==> src/rtl/mesm6_alu_ctl.sv <==
// Issue/retire controller between the instruction sequencer and the mesm6 ALU; owns accumulator A and omega.
// Latency: NOP/load retires 2 cycles after accept; ALU ops retire 1 cycle after alu_done (or watchdog/flush).
// Backpressure: req_ready only in IDLE, so one request is in flight at a time; there is no response backpressure.
`ifndef ALU_OP_WIDTH
`define ALU_OP_WIDTH 4
`endif
`ifndef ALU_NOP
`define ALU_NOP 4'h0
`endif

module mesm6_alu_ctl #(
    parameter int TIMEOUT = 128
) (
    input  logic                     clk,
    input  logic                     reset_n,
    input  logic                     req_valid,
    output logic                     req_ready,
    input  logic [`ALU_OP_WIDTH-1:0] req_op,
    input  logic [47:0]              req_operand,
    input  logic [1:0]               req_grp,
    input  logic                     req_wy,
    input  logic                     req_load,
    input  logic                     rmode_nonorm,
    input  logic                     rmode_noround,
    input  logic                     flush,
    output logic [`ALU_OP_WIDTH-1:0] alu_op,
    output logic                     alu_wy,
    output logic                     alu_grp_log,
    output logic                     alu_do_norm,
    output logic                     alu_do_round,
    output logic [47:0]              alu_a,
    output logic [47:0]              alu_b,
    input  logic [47:0]              alu_acc,
    input  logic                     alu_done,
    output logic [47:0]              acc_q,
    output logic                     omega,
    output logic                     resp_valid,
    output logic                     err_timeout
);

    localparam int WDW = $clog2(TIMEOUT);
    localparam logic [WDW-1:0] WDOG_LAST = WDW'(TIMEOUT - 1);

    typedef enum logic [1:0] {
        S_IDLE,
        S_LOCAL,
        S_EXEC,
        S_RELEASE
    } state_t;

    state_t         state;
    logic [WDW-1:0] wdog;
    logic [1:0]     grp;
    logic           load_pend;

    assign req_ready = (state == S_IDLE);
    assign alu_a     = acc_q;

    function automatic logic omega_next(input logic [1:0] g, input logic [47:0] r, input logic cur);
        case (g)
            2'b00:   return |r;
            2'b01:   return r[40];
            2'b10:   return r[47];
            default: return cur;
        endcase
    endfunction

    always_ff @(posedge clk or negedge reset_n) begin
        if (!reset_n) begin
            state        <= S_IDLE;
            acc_q        <= '0;
            alu_b        <= '0;
            omega        <= 1'b0;
            alu_op       <= `ALU_NOP;
            alu_wy       <= 1'b0;
            alu_grp_log  <= 1'b0;
            alu_do_norm  <= 1'b0;
            alu_do_round <= 1'b0;
            resp_valid   <= 1'b0;
            err_timeout  <= 1'b0;
            wdog         <= '0;
            grp          <= 2'b00;
            load_pend    <= 1'b0;
        end else begin
            resp_valid <= 1'b0;
            alu_wy     <= 1'b0;
            case (state)
                S_IDLE: begin
                    // flush blocks acceptance so a request racing an abort is not swallowed
                    if (req_valid && !flush) begin
                        err_timeout <= 1'b0;
                        alu_b       <= req_operand;
                        grp         <= req_grp;
                        if (req_op == `ALU_NOP) begin
                            alu_wy    <= req_wy;
                            load_pend <= req_load;
                            state     <= S_LOCAL;
                        end else begin
                            alu_op       <= req_op;
                            alu_grp_log  <= (req_grp == 2'b00);
                            alu_do_norm  <= ~rmode_nonorm;
                            alu_do_round <= ~rmode_noround;
                            wdog         <= '0;
                            state        <= S_EXEC;
                        end
                    end
                end
                S_LOCAL: begin
                    if (load_pend)
                        acc_q <= alu_b;
                    resp_valid <= 1'b1;
                    state      <= S_IDLE;
                end
                S_EXEC: begin
                    wdog <= wdog + 1'b1;
                    if (flush) begin
                        alu_op <= `ALU_NOP;
                        state  <= S_RELEASE;
                    end else if (alu_done) begin
                        acc_q      <= alu_acc;
                        omega      <= omega_next(grp, alu_acc, omega);
                        alu_op     <= `ALU_NOP;
                        resp_valid <= 1'b1;
                        state      <= S_RELEASE;
                    end else if (wdog == WDOG_LAST) begin
                        alu_op      <= `ALU_NOP;
                        err_timeout <= 1'b1;
                        resp_valid  <= 1'b1;
                        state       <= S_RELEASE;
                    end
                end
                // one NOP cycle lets the ALU drop done before the next op is issued
                S_RELEASE: state <= S_IDLE;
                default:   state <= S_IDLE;
            endcase
        end
    end

endmodule

==> config.mk <==
export PLATFORM = sky130hd
export DESIGN_NAME = mesm6_alu_ctl
export DESIGN_NICKNAME = d
export VERILOG_FILES = /design/src/rtl/mesm6_alu_ctl.sv
export SDC_FILE = /design/constraint.sdc
export NUM_CORES = 1
export LEC_CHECK = 0
export CORE_MARGIN = 8
export CORE_UTILIZATION = 45
export CTS_CLUSTER_SIZE = 12
export DETAILED_ROUTE_END_ITERATION = 10
export PLACE_DENSITY = 0.95
export REMOVE_ABC_BUFFERS = 1
export SYNTH_ARGS = -nofsm -noshare
export SYNTH_HDL_FRONTEND = slang
export SYNTH_SLANG_ARGS = --single-unit
==> constraint.sdc <==
create_clock -name clk -period 3.58 [get_ports clk]
set_input_delay 0.358 -clock clk [delete_from_list [all_inputs] [get_ports clk]]
set_output_delay 0.358 -clock clk [all_outputs]
set_load 0.005 [all_outputs]
==> impl_results.md <==
- Maximum ir drop on the vdd rail: a little under 0.0005 V
- Longest Clk Path Bufs: 2
- WL per Instance: ~18 um
- Count of filler cells inserted in the layout: 920
- Die outline area: 16400 um^2
- Reg2Reg Launch Point: state[0]
- Initial core utilization: 0.454
- Instance count after placement with tap cells included: 965
- Number of antenna violations at the first check in global routing: 0
- Portion of the post-synthesis area used by sequential elements: 0.528
- Final critical delay including setup and external delays: roughly 2400 ps
- Leakage power: 0.00384 uW
- Clock transition at the registers of the reported paths: around 50 ps
- Proportion of power drawn by the clock network: 0.203
- Simple-gate portion of the synthesized area: 0.189
- Arrival @ worst endpoint: between 2000 and 3000 ps
- Summed instance area of the synthesized netlist: ~5600 um^2
- Fin nets: 931
- Num CTS Buffers: 17
- Hold violation total from the final report: 0
- Mux share of post-synthesis cell area: 0.0910
- Max-slew headroom: 0.379
- Critical path required time: 3890 ps
- Design internal power: ~5300 uW
- Startpoint of the worst setup timing path: state[0]
- Cells along the critical path: inv_1, ha_1, and3b_2, a21boi_4, or4_1, a21oi_1
- Number of iterations in the first detailed-routing pass: 5
- Proportion of total power due to net switching: 0.343
- Critical path buffer and inverter count: 1
- Hold slack: around 32 ps
- Highest net fanout along the worst path: 29
- Util after Layout: 0.698
- Register area: 2980 um^2
- Row cnt: 41
- Layout-stage area growth over the synthesis result: 53.7%
- Post-CTS Hold Buffers: 0
- Area fraction of the dominant cell type after synthesis: 0.528
- TritonCTS clock tree: done
- Depth of the worst register-to-register path: 6
- Clock sink total: roughly 120
- Finish-stage setup viols: 0
- Final Non-Filler Cells: about 1000
- Delay of the slowest cell on the worst path: roughly 630 ps
- PostCTS Resize Cnt: 0
- Setup slack on the worst flop-to-flop path: about 1200 ps
- Placement-stage worst setup slack: 1010 ps
- Max Slew Vio Count: 0
- Mapped Avg Cell Area: between 9 and 10 um^2
- Total Routed Length: about 18000 um
- Vias per cell: approximately 5
- Clock root buffer: sky130_fd_sc_hd__clkbuf_16
- Die span in x: between 100 and 150 um
- Share of the clock period used by the worst path: 0.673
- Worst-skew pair later-pin latency: 400 ps
- Destination of the worst register-to-register timing path: wdog[5]
- Flip-flop and latch count after synthesis: about 120
- Kind of start point of the critical path: flip-flop
- Achievable frequency: around 420 MHz
- Final estimated routing congestion in global placement: 0.851
- Cell area reported after detailed placement: just over 8000 um^2
- Number of antenna-violating nets in the routed design: 0
- Maximum capacitance violations: 0
- Finished Cell Area: 8670 um^2
- Transition at the pin with the smallest max-transition slack: roughly 920 ps
- Layout cell share with drive strength beyond 1: 0.0558
- Worst setup slack after layout: ~1200 ps
- Vias in the first global route: 5342
- Kind of cell with the highest combined delay on the critical path: simple AND/OR/NAND/NOR gates
- Post-CTS Setup Inserts: 0
- Area leader, netlist: sky130_fd_sc_hd__dfrtp_1
- Wire length of the first global-routing pass: between 20000 and 30000 um
- Drc violations: 0
- Most frequent cells in the layout: sky130_fd_sc_hd__clkdlybuf4s50_1, sky130_fd_sc_hd__nand2_1, sky130_fd_sc_hd__dfrtp_1
- Fraction of synthesized cell area in xor and xnor cells: 0
- Share of total power in combinational logic: 0.480
- Number of H-tree levels: 4
- Setup repair after global routing missed its margin: no
- Slowest stage cell, crit path: sky130_fd_sc_hd__and3b_2
- Starting DRT DRC Count: between 300 and 400
- Overflow left after global routing: 0
- Overall via count from detail_route: slightly above 5000
- Area fraction in compound gates after synthesis: 0.0812
- Sequential cell fraction of total power: 0.318
- Pwr/cell area: about 930 nW/um^2
- Area contributors post-synth: sky130_fd_sc_hd__dfrtp_1, sky130_fd_sc_hd__nand2_1, sky130_fd_sc_hd__mux2i_1, sky130_fd_sc_hd__buf_4, sky130_fd_sc_hd__a21oi_1
- Adder-cell area share of the yosys netlist: 0.0178
- Crit end category: flip-flop
- Count of input and output buffers: approximately 270
- Tot GR Track Use: 0.222
- Yosys cell types: 37
- Setup CP Type: flip-flop to flip-flop
- Cells after Synth: ~600
- Maximum number of pins on one net before global-route repair: between 60 and 70
- Vert. Die Dim: between 100 and 150 um
- Area of the multi-input gates: 2160 um^2
- Area of the core region: ~12000 um^2
- Outcome: finished, final reports clean
- Detailed placer's ending HPWL: ~14000 um
- N_diodes: 0
- Combinational family with the most area after synthesis: simple AND/OR/NAND/NOR gates
- Boundary Pins: between 200 and 300
- Max Clock Skew: ~15 ps
- Type of the tightest min-delay check: primary input to asynchronous set/reset pin
- Synth warn: 0
- Most common cell after layout, fill and taps aside: sky130_fd_sc_hd__clkdlybuf4s50_1
- Net switching power figure: 2760 uW
-- registers in the layout (all words and copies together), names as in the netlist, 2 cells and up --
register and count:
grp 2, alu_op 4, wdog 7, alu_b 48, state 2, acc_q 48
-- cells in the mapped netlist --
master,n
sky130_fd_sc_hd__nor3_1,2
sky130_fd_sc_hd__o21ai_0,17
sky130_fd_sc_hd__o21a_1,1
sky130_fd_sc_hd__nand3_1,6
sky130_fd_sc_hd__a221oi_1,2
sky130_fd_sc_hd__nand4_1,3
sky130_fd_sc_hd__or4_4,1
sky130_fd_sc_hd__nor4_1,11
sky130_fd_sc_hd__nand2_1,161
sky130_fd_sc_hd__o211ai_1,1
sky130_fd_sc_hd__ha_1,8
sky130_fd_sc_hd__nor2b_1,1
sky130_fd_sc_hd__nor2_1,54
sky130_fd_sc_hd__or3_2,3
sky130_fd_sc_hd__o31ai_1,2
sky130_fd_sc_hd__nand3b_1,1
sky130_fd_sc_hd__mux2_2,2
sky130_fd_sc_hd__clkbuf_1,8
sky130_fd_sc_hd__and3b_2,1
sky130_fd_sc_hd__a21oi_1,54
sky130_fd_sc_hd__and3_1,1
sky130_fd_sc_hd__nand2b_1,3
sky130_fd_sc_hd__or4_1,2
sky130_fd_sc_hd__buf_2,16
sky130_fd_sc_hd__inv_1,7
sky130_fd_sc_hd__buf_6,1
sky130_fd_sc_hd__nor4b_1,1
sky130_fd_sc_hd__dfrtp_1,119
sky130_fd_sc_hd__nor3b_1,1
sky130_fd_sc_hd__mux2i_1,49
sky130_fd_sc_hd__buf_4,48
sky130_fd_sc_hd__a21boi_4,1
sky130_fd_sc_hd__nor4bb_1,1
sky130_fd_sc_hd__a22o_2,1
sky130_fd_sc_hd__buf_1,4
sky130_fd_sc_hd__a22o_1,3
sky130_fd_sc_hd__nand4b_1,1
-- per-layer routing --
metal | wire, um | vias to the layer above | part of all wire | GRT usage
li1 | - | 2386 | - | -
met1 | 7020 | 2451 | 0.39 | 0.250
met2 | 9290 | 210 | 0.51 | 0.381
met3 | 1430 | 36 | 0.079 | 0.0745
met4 | 436 | 0 | 0.024 | 0.0846
met5 | 0 | - | 0 | 0
-- worst max-delay path by stage --
| stage | slack (ps) | end | depth (start not counted) |
|---|---|---|---|
| CTS | 1160 | acc_q[21] | 7 |
| finish | 1170 | wdog[5] | 6 |
| floorplan | -2850 | acc_q[0] | 5 |
| global placement | 1140 | wdog[5] | 5 |
| global route | 970 | acc_q[47] | 7 |
| detailed placement | 1010 | wdog[5] | 5 |
-- cells by family after synthesis --
group	Yosys count
fa+ha+maj	8
simple gates	254
compound gates	82
buf+inv	84
flops	119
mux	51
-- worst register-to-register path, delay by kind of cell (launching register included) --
kind	cells	cell delay (ps)
adders and majority gates	1	270
DFF	1	390
AOI/OAI and AO/OA	2	380
and+or+nand+nor	2	1150
buffers and inverters	1	140
-- through the flow --
step | total power, uW | setup TNS, ps
global placement | 6300 | 0
global route | 8580 | 0
detailed placement | 6470 | 0
CTS | 8150 | 0
floorplan | 4110 | -136840
finish | 8060 | 0
-- final cells by class --
class | instances | area share
well taps | 172 | 0.0248
inverters | 7 | 0.00303
flip-flops and latches | 119 | 0.344
multi-input cells | 395 | 0.249
clock buffers | 23 | 0.0540
repair buffers | 272 | 0.314
clock inverters | 9 | 0.0115
-- power groups by stage --
| stage | Combinational [uW] | Sequential [uW] | Clock, uW |
|---|---|---|---|
| 2_1_floorplan | 1560 | 2550 | 0 |
| 3_3_place_gp | 3770 | 2540 | 0 |
| 3_5_place_dp | 3900 | 2570 | 0 |
| 4_1_cts | 3930 | 2560 | 1660 |
| 5_1_grt | 4200 | 2650 | 1730 |
| 6_report | 3860 | 2560 | 1630 |
Power figures use the tool's default switching activity.
